**config.mk**
```make
export PLATFORM = sky130hd
export DESIGN_NAME = uart_rx_buf_flat
export DESIGN_NICKNAME = d
export VERILOG_FILES = /design/src/rtl/uart_rx_buf_if.sv /design/src/rtl/uart_rx_buf.sv /design/src/flat_wrapper.sv
export SDC_FILE = /design/constraint.sdc
export NUM_CORES = 1
export LEC_CHECK = 0
export BUFFER_PORTS_ARGS = -buffer_cell sky130_fd_sc_hd__buf_2
export CAP_MARGIN = 40
export CORE_MARGIN = 3
export CORE_UTILIZATION = 55
export DETAILED_ROUTE_END_ITERATION = 8
export PLACE_DENSITY = 0.74
export SYNTH_ARGS = -nofsm -noshare
export SYNTH_HDL_FRONTEND = slang
export SYNTH_SLANG_ARGS = --single-unit
```
**constraint.sdc**
```tcl
create_clock -name clk_i -period 2.9 [get_ports clk_i]
set_clock_uncertainty 0.2 [all_clocks]
set_input_delay 0.435 -clock clk_i [delete_from_list [all_inputs] [get_ports clk_i]]
set_output_delay 0.435 -clock clk_i [all_outputs]
set_load 0.005 [all_outputs]
```
**src/rtl/uart_rx_buf_if.sv**
```systemverilog
// ---------------------------------------------------------------------------
// uart_rx_buf_if
//   Stream handshake carrying received UART words out of the receive buffer.
//
//   Signals:
//     m_axis_tdata   head-of-buffer word (DATA_WIDTH bits)
//     m_axis_tvalid  buffer holds at least one word
//     m_axis_tready  consumer accepts the head word this cycle
//
//   Modports:
//     master  - the receiver side (drives data/valid, samples ready)
//     slave   - the consumer side (samples data/valid, drives ready)
// ---------------------------------------------------------------------------
interface uart_rx_buf_if #(
    parameter int DATA_WIDTH = 8
) ();
    logic [DATA_WIDTH-1:0] m_axis_tdata;
    logic                  m_axis_tvalid;
    logic                  m_axis_tready;

    modport master (
        output m_axis_tdata,
        output m_axis_tvalid,
        input  m_axis_tready
    );

    modport slave (
        input  m_axis_tdata,
        input  m_axis_tvalid,
        output m_axis_tready
    );
endinterface

```
**src/rtl/uart_rx_buf.sv**
```systemverilog
// ---------------------------------------------------------------------------
// uart_rx_buf
//   UART receiver with optional parity check and a small receive FIFO.
//   The serial line is synchronized, framed by a start/data/parity/stop
//   state machine sampling mid-bit, and good words are pushed into a FIFO
//   that is drained through a valid/ready stream interface.
//
//   Ports:
//     clk_i             clock, all logic on the rising edge
//     rst_ni            asynchronous active-low reset
//     RX_i              serial line (idle high), asynchronous to clk_i
//     prescale          clock cycles per bit period (values < 4 act as 4)
//     m_axis            stream master: tdata / tvalid out, tready in
//     rx_busy           a frame is being received (FSM not idle)
//     rx_frame_error    1-cycle pulse: stop bit sampled low, word dropped
//     rx_parity_error   1-cycle pulse: parity mismatch, word dropped
//     rx_overrun_error  1-cycle pulse: good word dropped, buffer full
//     fifo_count        number of words currently buffered
// ---------------------------------------------------------------------------
module uart_rx_buf #(
    parameter int DATA_WIDTH = 8,
    parameter int PARITY     = 0,
    parameter int FIFO_DEPTH = 16
) (
    input  logic                           clk_i,
    input  logic                           rst_ni,
    input  logic                           RX_i,
    input  logic [15:0]                    prescale,
    uart_rx_buf_if.master                  m_axis,
    output logic                           rx_busy,
    output logic                           rx_frame_error,
    output logic                           rx_parity_error,
    output logic                           rx_overrun_error,
    output logic [$clog2(FIFO_DEPTH+1)-1:0] fifo_count
);

    localparam int         CW       = $clog2(FIFO_DEPTH + 1);
    localparam int         PW       = $clog2(FIFO_DEPTH);
    localparam logic [3:0] LAST_BIT = 4'(DATA_WIDTH - 1);

    typedef enum logic [2:0] {
        ST_IDLE,
        ST_START,
        ST_DATA,
        ST_PARITY,
        ST_STOP
    } state_t;

    // ------------------------------------------------------------------
    // Line synchronizer and falling-edge detector
    // ------------------------------------------------------------------
    logic       r_rx_meta;
    logic       r_rx_sync;
    logic       r_rx_prev;
    // Fills with ones after reset; bit 2 set means both r_rx_prev and
    // r_rx_sync hold real line samples rather than reset values, so a line
    // held low through reset is never mistaken for a start edge.
    logic [2:0] r_sync_vld;
    logic       w_fall;

    always_ff @(posedge clk_i or negedge rst_ni) begin
        if (!rst_ni) begin
            r_rx_meta  <= 1'b1;
            r_rx_sync  <= 1'b1;
            r_rx_prev  <= 1'b1;
            r_sync_vld <= 3'b000;
        end else begin
            r_rx_meta  <= RX_i;
            r_rx_sync  <= r_rx_meta;
            r_rx_prev  <= r_rx_sync;
            r_sync_vld <= {r_sync_vld[1:0], 1'b1};
        end
    end

    assign w_fall = r_sync_vld[2] & r_rx_prev & ~r_rx_sync;

    // ------------------------------------------------------------------
    // Frame FSM
    // ------------------------------------------------------------------
    state_t                r_state;
    state_t                w_state_next;
    logic [15:0]           r_cnt;
    logic [15:0]           w_cnt_next;
    logic [15:0]           r_prescale;
    logic [15:0]           w_prescale_next;
    logic [15:0]           w_presc_in;
    logic [3:0]            r_bit_cnt;
    logic [3:0]            w_bit_cnt_next;
    logic [DATA_WIDTH-1:0] r_shift;
    logic [DATA_WIDTH-1:0] w_shift_next;
    logic                  r_par_bit;
    logic                  w_par_bit_next;
    logic                  w_resolve;

    assign w_presc_in = (prescale < 16'd4) ? 16'd4 : prescale;

    always_ff @(posedge clk_i or negedge rst_ni) begin
        if (!rst_ni) begin
            r_state    <= ST_IDLE;
            r_cnt      <= '0;
            r_prescale <= '0;
            r_bit_cnt  <= '0;
            r_shift    <= '0;
            r_par_bit  <= 1'b0;
        end else begin
            r_state    <= w_state_next;
            r_cnt      <= w_cnt_next;
            r_prescale <= w_prescale_next;
            r_bit_cnt  <= w_bit_cnt_next;
            r_shift    <= w_shift_next;
            r_par_bit  <= w_par_bit_next;
        end
    end

    // r_cnt counts down to the next sample point; a sample is taken in the
    // cycle where it reads zero.
    always_comb begin
        w_state_next    = r_state;
        w_cnt_next      = r_cnt;
        w_prescale_next = r_prescale;
        w_bit_cnt_next  = r_bit_cnt;
        w_shift_next    = r_shift;
        w_par_bit_next  = r_par_bit;
        w_resolve       = 1'b0;

        case (r_state)
            ST_IDLE: begin
                if (w_fall) begin
                    w_prescale_next = w_presc_in;
                    w_cnt_next      = (w_presc_in >> 1) - 16'd1;
                    w_state_next    = ST_START;
                end
            end
            ST_START: begin
                if (r_cnt == 16'd0) begin
                    if (!r_rx_sync) begin
                        w_cnt_next     = r_prescale - 16'd1;
                        w_bit_cnt_next = '0;
                        w_state_next   = ST_DATA;
                    end else begin
                        // Line back high at mid start bit: a glitch.
                        w_state_next = ST_IDLE;
                    end
                end else begin
                    w_cnt_next = r_cnt - 16'd1;
                end
            end
            ST_DATA: begin
                if (r_cnt == 16'd0) begin
                    w_shift_next = {r_rx_sync, r_shift[DATA_WIDTH-1:1]};
                    w_cnt_next   = r_prescale - 16'd1;
                    if (r_bit_cnt == LAST_BIT) begin
                        w_state_next = (PARITY != 0) ? ST_PARITY : ST_STOP;
                    end else begin
                        w_bit_cnt_next = r_bit_cnt + 4'd1;
                    end
                end else begin
                    w_cnt_next = r_cnt - 16'd1;
                end
            end
            ST_PARITY: begin
                if (r_cnt == 16'd0) begin
                    w_par_bit_next = r_rx_sync;
                    w_cnt_next     = r_prescale - 16'd1;
                    w_state_next   = ST_STOP;
                end else begin
                    w_cnt_next = r_cnt - 16'd1;
                end
            end
            ST_STOP: begin
                if (r_cnt == 16'd0) begin
                    w_resolve    = 1'b1;
                    w_state_next = ST_IDLE;
                end else begin
                    w_cnt_next = r_cnt - 16'd1;
                end
            end
            default: begin
                w_state_next = ST_IDLE;
            end
        endcase
    end

    assign rx_busy = (r_state != ST_IDLE);

    // ------------------------------------------------------------------
    // Frame resolution: stop bit beats parity beats overrun
    // ------------------------------------------------------------------
    logic w_par_calc;
    logic w_par_ok;
    logic w_stop_ok;
    logic w_full;
    logic w_pop;
    logic w_push;
    logic r_frame_err;
    logic r_par_err;
    logic r_ovr_err;

    logic [DATA_WIDTH-1:0] r_mem [FIFO_DEPTH];
    logic [PW-1:0]         r_wr_ptr;
    logic [PW-1:0]         r_rd_ptr;
    logic [PW-1:0]         w_rd_ptr_inc;
    logic [CW-1:0]         r_count;
    logic [DATA_WIDTH-1:0] r_tdata;

    assign w_par_calc = ^{r_shift, r_par_bit};
    assign w_par_ok   = (PARITY == 0) ? 1'b1 :
                        (PARITY == 1) ? ~w_par_calc : w_par_calc;
    assign w_stop_ok  = r_rx_sync;
    assign w_full     = (r_count == CW'(FIFO_DEPTH));
    assign w_pop      = (r_count != '0) & m_axis.m_axis_tready;
    // A pop in the same cycle frees the slot, so a full buffer still accepts.
    assign w_push     = w_resolve & w_stop_ok & w_par_ok & (~w_full | w_pop);

    always_ff @(posedge clk_i or negedge rst_ni) begin
        if (!rst_ni) begin
            r_frame_err <= 1'b0;
            r_par_err   <= 1'b0;
            r_ovr_err   <= 1'b0;
        end else begin
            r_frame_err <= w_resolve & ~w_stop_ok;
            r_par_err   <= w_resolve & w_stop_ok & ~w_par_ok;
            r_ovr_err   <= w_resolve & w_stop_ok & w_par_ok & w_full & ~w_pop;
        end
    end

    assign rx_frame_error   = r_frame_err;
    assign rx_parity_error  = r_par_err;
    assign rx_overrun_error = r_ovr_err;

    // ------------------------------------------------------------------
    // Receive FIFO. r_tdata mirrors the head entry so the output only
    // moves on a pop or on a push into an empty buffer.
    // ------------------------------------------------------------------
    assign w_rd_ptr_inc = r_rd_ptr + PW'(1);

    always_ff @(posedge clk_i) begin
        if (w_push) begin
            r_mem[r_wr_ptr] <= r_shift;
        end
    end

    always_ff @(posedge clk_i or negedge rst_ni) begin
        if (!rst_ni) begin
            r_wr_ptr <= '0;
            r_rd_ptr <= '0;
            r_count  <= '0;
            r_tdata  <= '0;
        end else begin
            if (w_push) begin
                r_wr_ptr <= r_wr_ptr + PW'(1);
            end
            if (w_pop) begin
                r_rd_ptr <= w_rd_ptr_inc;
            end

            case ({w_push, w_pop})
                2'b10:   r_count <= r_count + CW'(1);
                2'b01:   r_count <= r_count - CW'(1);
                default: r_count <= r_count;
            endcase

            if (w_push && (r_count == '0)) begin
                r_tdata <= r_shift;
            end else if (w_pop) begin
                if (r_count > CW'(1)) begin
                    r_tdata <= r_mem[w_rd_ptr_inc];
                end else if (w_push) begin
                    // Last word leaves while a new one arrives.
                    r_tdata <= r_shift;
                end
            end
        end
    end

    assign m_axis.m_axis_tdata  = r_tdata;
    assign m_axis.m_axis_tvalid = (r_count != '0);
    assign fifo_count           = r_count;

endmodule

```
**src/flat_wrapper.sv**
```systemverilog
// flat-port wrapper written by rule: the top's interface ports become plain ports
module uart_rx_buf_flat 
#(
    parameter int DATA_WIDTH = 8,
    parameter int PARITY     = 0,
    parameter int FIFO_DEPTH = 16
)
  (clk_i, rst_ni, RX_i, prescale, rx_busy, rx_frame_error, rx_parity_error, rx_overrun_error, fifo_count, m_axis_m_axis_tdata, m_axis_m_axis_tvalid, m_axis_m_axis_tready);
  uart_rx_buf_if #(.DATA_WIDTH(DATA_WIDTH)) m_axis_i ();
  input  logic clk_i;
  input  logic rst_ni;
  input  logic RX_i;
  input  logic [15:0] prescale;
  output logic rx_busy;
  output logic rx_frame_error;
  output logic rx_parity_error;
  output logic rx_overrun_error;
  output logic [$clog2(FIFO_DEPTH+1)-1:0] fifo_count;
  output wire logic [$bits(m_axis_i.m_axis_tdata)-1:0] m_axis_m_axis_tdata;
  output wire logic [$bits(m_axis_i.m_axis_tvalid)-1:0] m_axis_m_axis_tvalid;
  input wire logic [$bits(m_axis_i.m_axis_tready)-1:0] m_axis_m_axis_tready;
  assign m_axis_m_axis_tdata = m_axis_i.m_axis_tdata;
  assign m_axis_m_axis_tvalid = m_axis_i.m_axis_tvalid;
  assign m_axis_i.m_axis_tready = m_axis_m_axis_tready;
  uart_rx_buf #(.DATA_WIDTH(DATA_WIDTH), .PARITY(PARITY), .FIFO_DEPTH(FIFO_DEPTH)) u_core (.clk_i(clk_i), .rst_ni(rst_ni), .RX_i(RX_i), .prescale(prescale), .m_axis(m_axis_i), .rx_busy(rx_busy), .rx_frame_error(rx_frame_error), .rx_parity_error(rx_parity_error), .rx_overrun_error(rx_overrun_error), .fifo_count(fifo_count));
endmodule
```
== After elaboration in Yosys (flattened, before gate mapping) ==
Memory sizes are Yosys's and may differ from the RTL's.
Cells that the tools add are included.
Storage, ports and cells
  register bits after elaboration: 76
  memory bits (writable): 128
  bits of input ports: 20
  output and inout port bits: 18
  logic and storage cells: 103
  memories kept: 1
Cells by class
  add/sub/neg operators: 8
  $lt $le $gt $ge: 2
  equal/unequal tests: 18
  mux-type cells: 29
  bitwise operators: 12
  reductions and logical operators: 18
Memory list
  u_core.r_mem: depth 16, width 8, read ports 1, clocked after memory_dff 0, write ports 1, line uart_rx_buf.sv:199  | logic [DATA_WIDTH-1:0] r_mem [FIFO_DEPTH];
Operator list (number)
  $mux 16: 6
  $pmux 16 s4: 1
  $mux 8: 4
  $sub 16x1->16 const B: 2
  $mux 3: 6
  $logic_not 16->1: 1
  $lt 16x3->1 const B: 1
  $mux 4: 4
  $sub 15x1->16 const B: 1
  $pmux 3 s5: 1
  $add 4x1->4 const B: 3
  $ne 2x1->1 const B: 6
  $pmux 5 s2: 1
  $and 1x1->1: 8
  $pmux 4 s2: 1
  $eq 3x2->1 const B: 2
  $ne 2x2->1 const B: 3
  $reduce_and 2->1: 3
  $reduce_and 6->1: 1
  $reduce_bool 2->1: 3
  $reduce_bool 3->1: 2
  $add 5x1->5 const B: 1
  $eq 5x5->1 const B: 1
  $gt 5x1->1 const B: 1
  other kinds (19): 24

== Depth between registers and ports, before layout ==
  depth after elaboration: 9
  depth in mapped cells: 11
  mapped depth without buffers: 10

== Worst setup path before layout ==
No wires, ideal clock.
  path kind: input to register
  start: input port prescale[12]
  end: register u_core.r_cnt[14]
  setup time: 0.120 ns
  arrival: 3.145 ns
  data required time: 2.580 ns
  slack: -0.564 ns
  cell stages on the path: 11
  cell sequence: or4_1 nor4b_4 nand2b_1 ha_1 or4b_1 clkbuf_1 nor4_1 xor2_1 a21oi_1 o211ai_1 a31o_1
On the way
  word-level cells in the longest chain between the ends: 5
RTL lines
  start, declared: line flat_wrapper.sv:13  | input logic [15:0] prescale;
  $lt 16x3->1: line uart_rx_buf.sv:95  | assign w_presc_in = (prescale < 16'd4) ? 16'd4 : prescale;
  $mux 16 *: line uart_rx_buf.sv:95
  $sub 15x1->16 *: line uart_rx_buf.sv:130  | w_cnt_next = (w_presc_in >> 1) - 16'd1;
  $mux 16 *: line uart_rx_buf.sv:128  | if (w_fall) begin
  $pmux 16 s4 *: line uart_rx_buf.sv:126  | case (r_state)
  end signal, assigned: line uart_rx_buf.sv:107  | r_cnt <= w_cnt_next;
  end, declared: line uart_rx_buf.sv:82  | logic [15:0] r_cnt;
Every way passes the cells marked *; elsewhere a longest branch is shown, timed or not. The select of a mux whose other input is x is not followed.
A chain may end at the register's enable or synchronous reset.

== Worst setup path in the final report ==
  start: input port prescale[8]
  end: register u_core.r_cnt[6]
On the way
  word-level cells in the longest chain between the ends: 5
RTL lines (line)
  $lt 16x3->1: uart_rx_buf.sv:95
  $mux 16: uart_rx_buf.sv:95
  $sub 15x1->16: uart_rx_buf.sv:130
  $mux 16: uart_rx_buf.sv:128
  $pmux 16 s4: uart_rx_buf.sv:126
Every way passes these cells. The select of a mux whose other input is x is not followed.

==> flow_summary_export.csv <==
group,metric,value,unit
sta,hold_viol_final,0,
floorplanning,start_util,57.2,%
cts,cts_root_buf,"clkbuf_16",
synthesis,yosys_warnings,0,
detailed_routing,dr.pass1.iters,5,
cts,clock-sinks,204,
critical_path,worstPathArrival,3020,ps
floorplanning,die_area,19100,um2
synthesis,syn_inst,700,
cts,clock_path_buffers,3,
floorplanning,io_pins,38,
run,maxCapViolations,0,
critical_path,r2r_slack,160,ps
critical_path,worst-setup-path-type,"in -> reg",
cts,h-tree-depth,1,
placement,place_congestion,0.906,
final_layout,multi_input_area,3700,um2
global_routing,grt-ovfl-total,0,
sta,finalMaxSlewViolations,0,
global_routing,grtUsageTotal,23.1,%
detailed_routing,wl_per_cell,21.5,um
critical_path,end_kind,"register",
detailed_routing,via_per_inst,6.21,
final_layout,num_antenna_cells,0,
final_layout,finalNetCount,828,
cts,clk_pin_slew,60,ps
synthesis,synth-edff-count,128,
outcome,status,"finished, final reports clean",
final_layout,fillers,1175,
sta,rsz0062_at_grt,"true",
final_layout,postLayoutCellArea,11400,um2
placement,port-buffer-count,36,
sta,setup_viol,0,
power_and_ir_drop,power.density,870,nW/um2
cts,cts_tree,"done",
detailed_routing,drtIter0Drc,474,
power_and_ir_drop,ir_worst_vdd,0.000546,V
cts,worstSkewPairLatency,510,ps
cts,cts_buffers,22,
detailed_routing,wirelength,22200,um
detailed_routing,via_count,6406,
floorplanning,fp-row-count,47,
critical_path,cp.buffers_inverters,1,
floorplanning,die_w,138,um
critical_path,worstPathCellList,"buf_2, or4_4, nor4b_4, nand2b_4, ha_4, or4b_4, or3_1, a21oi_1, a21oi_1, o311ai_1",
critical_path,crit_path_max_incr_delay,550,ps
critical_path,critPathSlowestCell,"or4_4",
power_and_ir_drop,p_leak,4.33,nW
final_layout,regArea,5750,um2
detailed_routing,drc_errors,0,
final_layout,drive_above_1_share,28.0,%
sta,tightestPinTransition,890,ps
placement,placed_cell_area,10500,um2
critical_path,crit_path_frequent_cell,"a21oi_1",
synthesis,syn_nets,733,
detailed_routing,ant_nets,0,
critical_path,critical_path_required,3110,ps
synthesis,async_flop_share,37.3,%
synthesis,ys_types,72,
synthesis,synthFlopType,"edfxtp_1",
synthesis,synth_area_per_cell,13.7,um2
placement,dp_hpwl,14800,um
floorplanning,design.core.area,16800,um2
synthesis,syn_area,9610,um2
sta,slew_headroom,40.3,%
final_layout,syn2layout_area_growth,18.2,%
worst_hold_path,hp-class,"in -> reg",
global_routing,grt_pass1_wl,35600,um
global_routing,grt_pass1_vias,6614,
sta,period_needed,2820,ps
global_routing,antenna_found_initial,0,
sta,setup_tns,0,ps
critical_path,crit_fanout,7,
synthesis,ys_ff_latch,204,
critical_path,crit_path_start_kind,"primary input",
sta,fmax,0.355,GHz
floorplanning,die_h,138,um
critical_path,crit_family,"simple AND/OR/NAND/NOR gates",
synthesis,synth.yosys.seq_area_share,59.8,%
sta,timing.final.crit_share,97.1,%
global_routing,grt_max_degree,41,
## flip-flops by register name (all words and copies together) (netlist names), 5 cells and up
name,flops
u_core.fifo_count,5
u_core.m_axis.m_axis_tdata,8
u_core.r_cnt,16
u_core.r_mem,128
u_core.r_prescale,16
u_core.r_shift,8
## worst paths after layout
path                                            from                    end  depth (start not counted)
min in group asynchronous                     rst_ni  u_core.r_prescale[10]                          2
max in group asynchronous                     rst_ni     u_core.r_rd_ptr[0]                          3
worst min register to register  u_core.r_sync_vld[0]   u_core.r_sync_vld[1]                          0
worst max-delay path                     prescale[8]        u_core.r_cnt[6]                         10
worst max register to register  u_core.fifo_count[1]    u_core.r_mem[12][6]                          9
worst min-delay path                     prescale[8]   u_core.r_prescale[8]                          3
## cell type report
cell class                      count  share of cell area [%]
Inverter                           17                   0.562
Tap cell                          220                    2.42
Sequential cell                   204                    50.6
Clock inverter                     17                    1.62
Multi-Input combinational cell    444                    32.6
Clock buffer                       23                    4.88
Timing Repair Buffer              106                    7.33
## synth_stat cells (all sizes together) (8+ instances only)
cell type  instances  area (um2)
clkbuf            14        55.1
a2111oi            8        70.1
mux4              32         721
o21ai             36         188
dfrtp             73        1830
nand2             33         126
and2               9        56.3
nor2b              8        50.1
nand2b            10        62.6
inv               17        63.8
a221o             10         100
nand4              8        50.1
xnor2             18         158
a21oi             24         124
a211oi            14         105
buf               21         130
nor2              44         173
nor3              24         148
mux2              22         248
mux2i             11         110
xor2              17         149
ha                13         163
nor4              12        96.3
or3                9        56.3
edfxtp           128        3840
## tightest hold or removal path, cell delays in order
cell and delay [ps]:
buf_2 90, buf_4 120, mux2_2 130
## report_power, final
group | internal, W | switching (W)
Clock | 0.00167 | 0.00116
Sequential | 0.00342 | 0.000463
Combinational | 0.00147 | 0.00169
## per-layer routing
layer | vias to the layer above | global-route usage (%) | wire [um]
li1 | 2897 | - | -
met1 | 3254 | 30.4 | 9020
met5 | - | 0 | 0
met3 | 26 | 3.94 | 1340
met4 | 0 | 6.24 | 373
met2 | 229 | 40.0 | 11400
## cell families after synthesis
group,synth area share (%)
XOR/XNOR,3.19
adder cells (fa/ha/maj),1.69
other,0.0781
buffers and inverters,2.59
multiplexers,11.2
AND/OR/NAND/NOR,12.1
AO/OA/AOI/OAI,9.33
flip-flops,59.8
## per-stage QoR
step | utilization (%) | setup slack, ps | instances | power [W] | hold WS [ps]
after floorplan | - | -441 | 700 | 0.00607 | -60.6
after global placement | 62.4 | -476 | 983 | 0.00693 | 133
after detailed placement | 62.4 | -561 | 983 | 0.00708 | 141
after CTS | 67.2 | 47.9 | 1028 | 0.00992 | 84.5
after global routing | 67.6 | -1.96 | 1031 | 0.0104 | 91.9
final | 67.6 | 82.8 | 1031 | 0.00988 | 104
## repair_timing
item,CTS,global route
setup buffers,0,3
pin swaps,0,1
hold buffers,5,0
gates resized for setup,1,9
endpoints found under the hold margin,40,0
gates cloned,0,0
setup endpoints to repair,2,67
## cell usage in the layout, fill, tap and decap left out, types with 6 or more instances in the layout
cell	count
buf_2	35
nand4_1	8
edfxtp_1	128
nor2b_1	7
nand2_1	32
a2111oi_0	8
inv_1	17
nor4_1	9
buf_12	9
ha_1	12
dfrtp_1	72
o21ai_0	31
mux2i_1	11
a211oi_1	14
nor3_1	17
mux2_2	22
buf_4	57
xnor2_1	18
a21oi_1	23
xor2_1	16
nand3_1	6
clkbuf_16	22
a31oi_1	7
a221o_1	10
and2_1	9
or3_1	9
mux4_2	32
nand2b_1	9
o211ai_1	6
nor2_1	43
No activity file was read; power rests on OpenSTA's default activity.
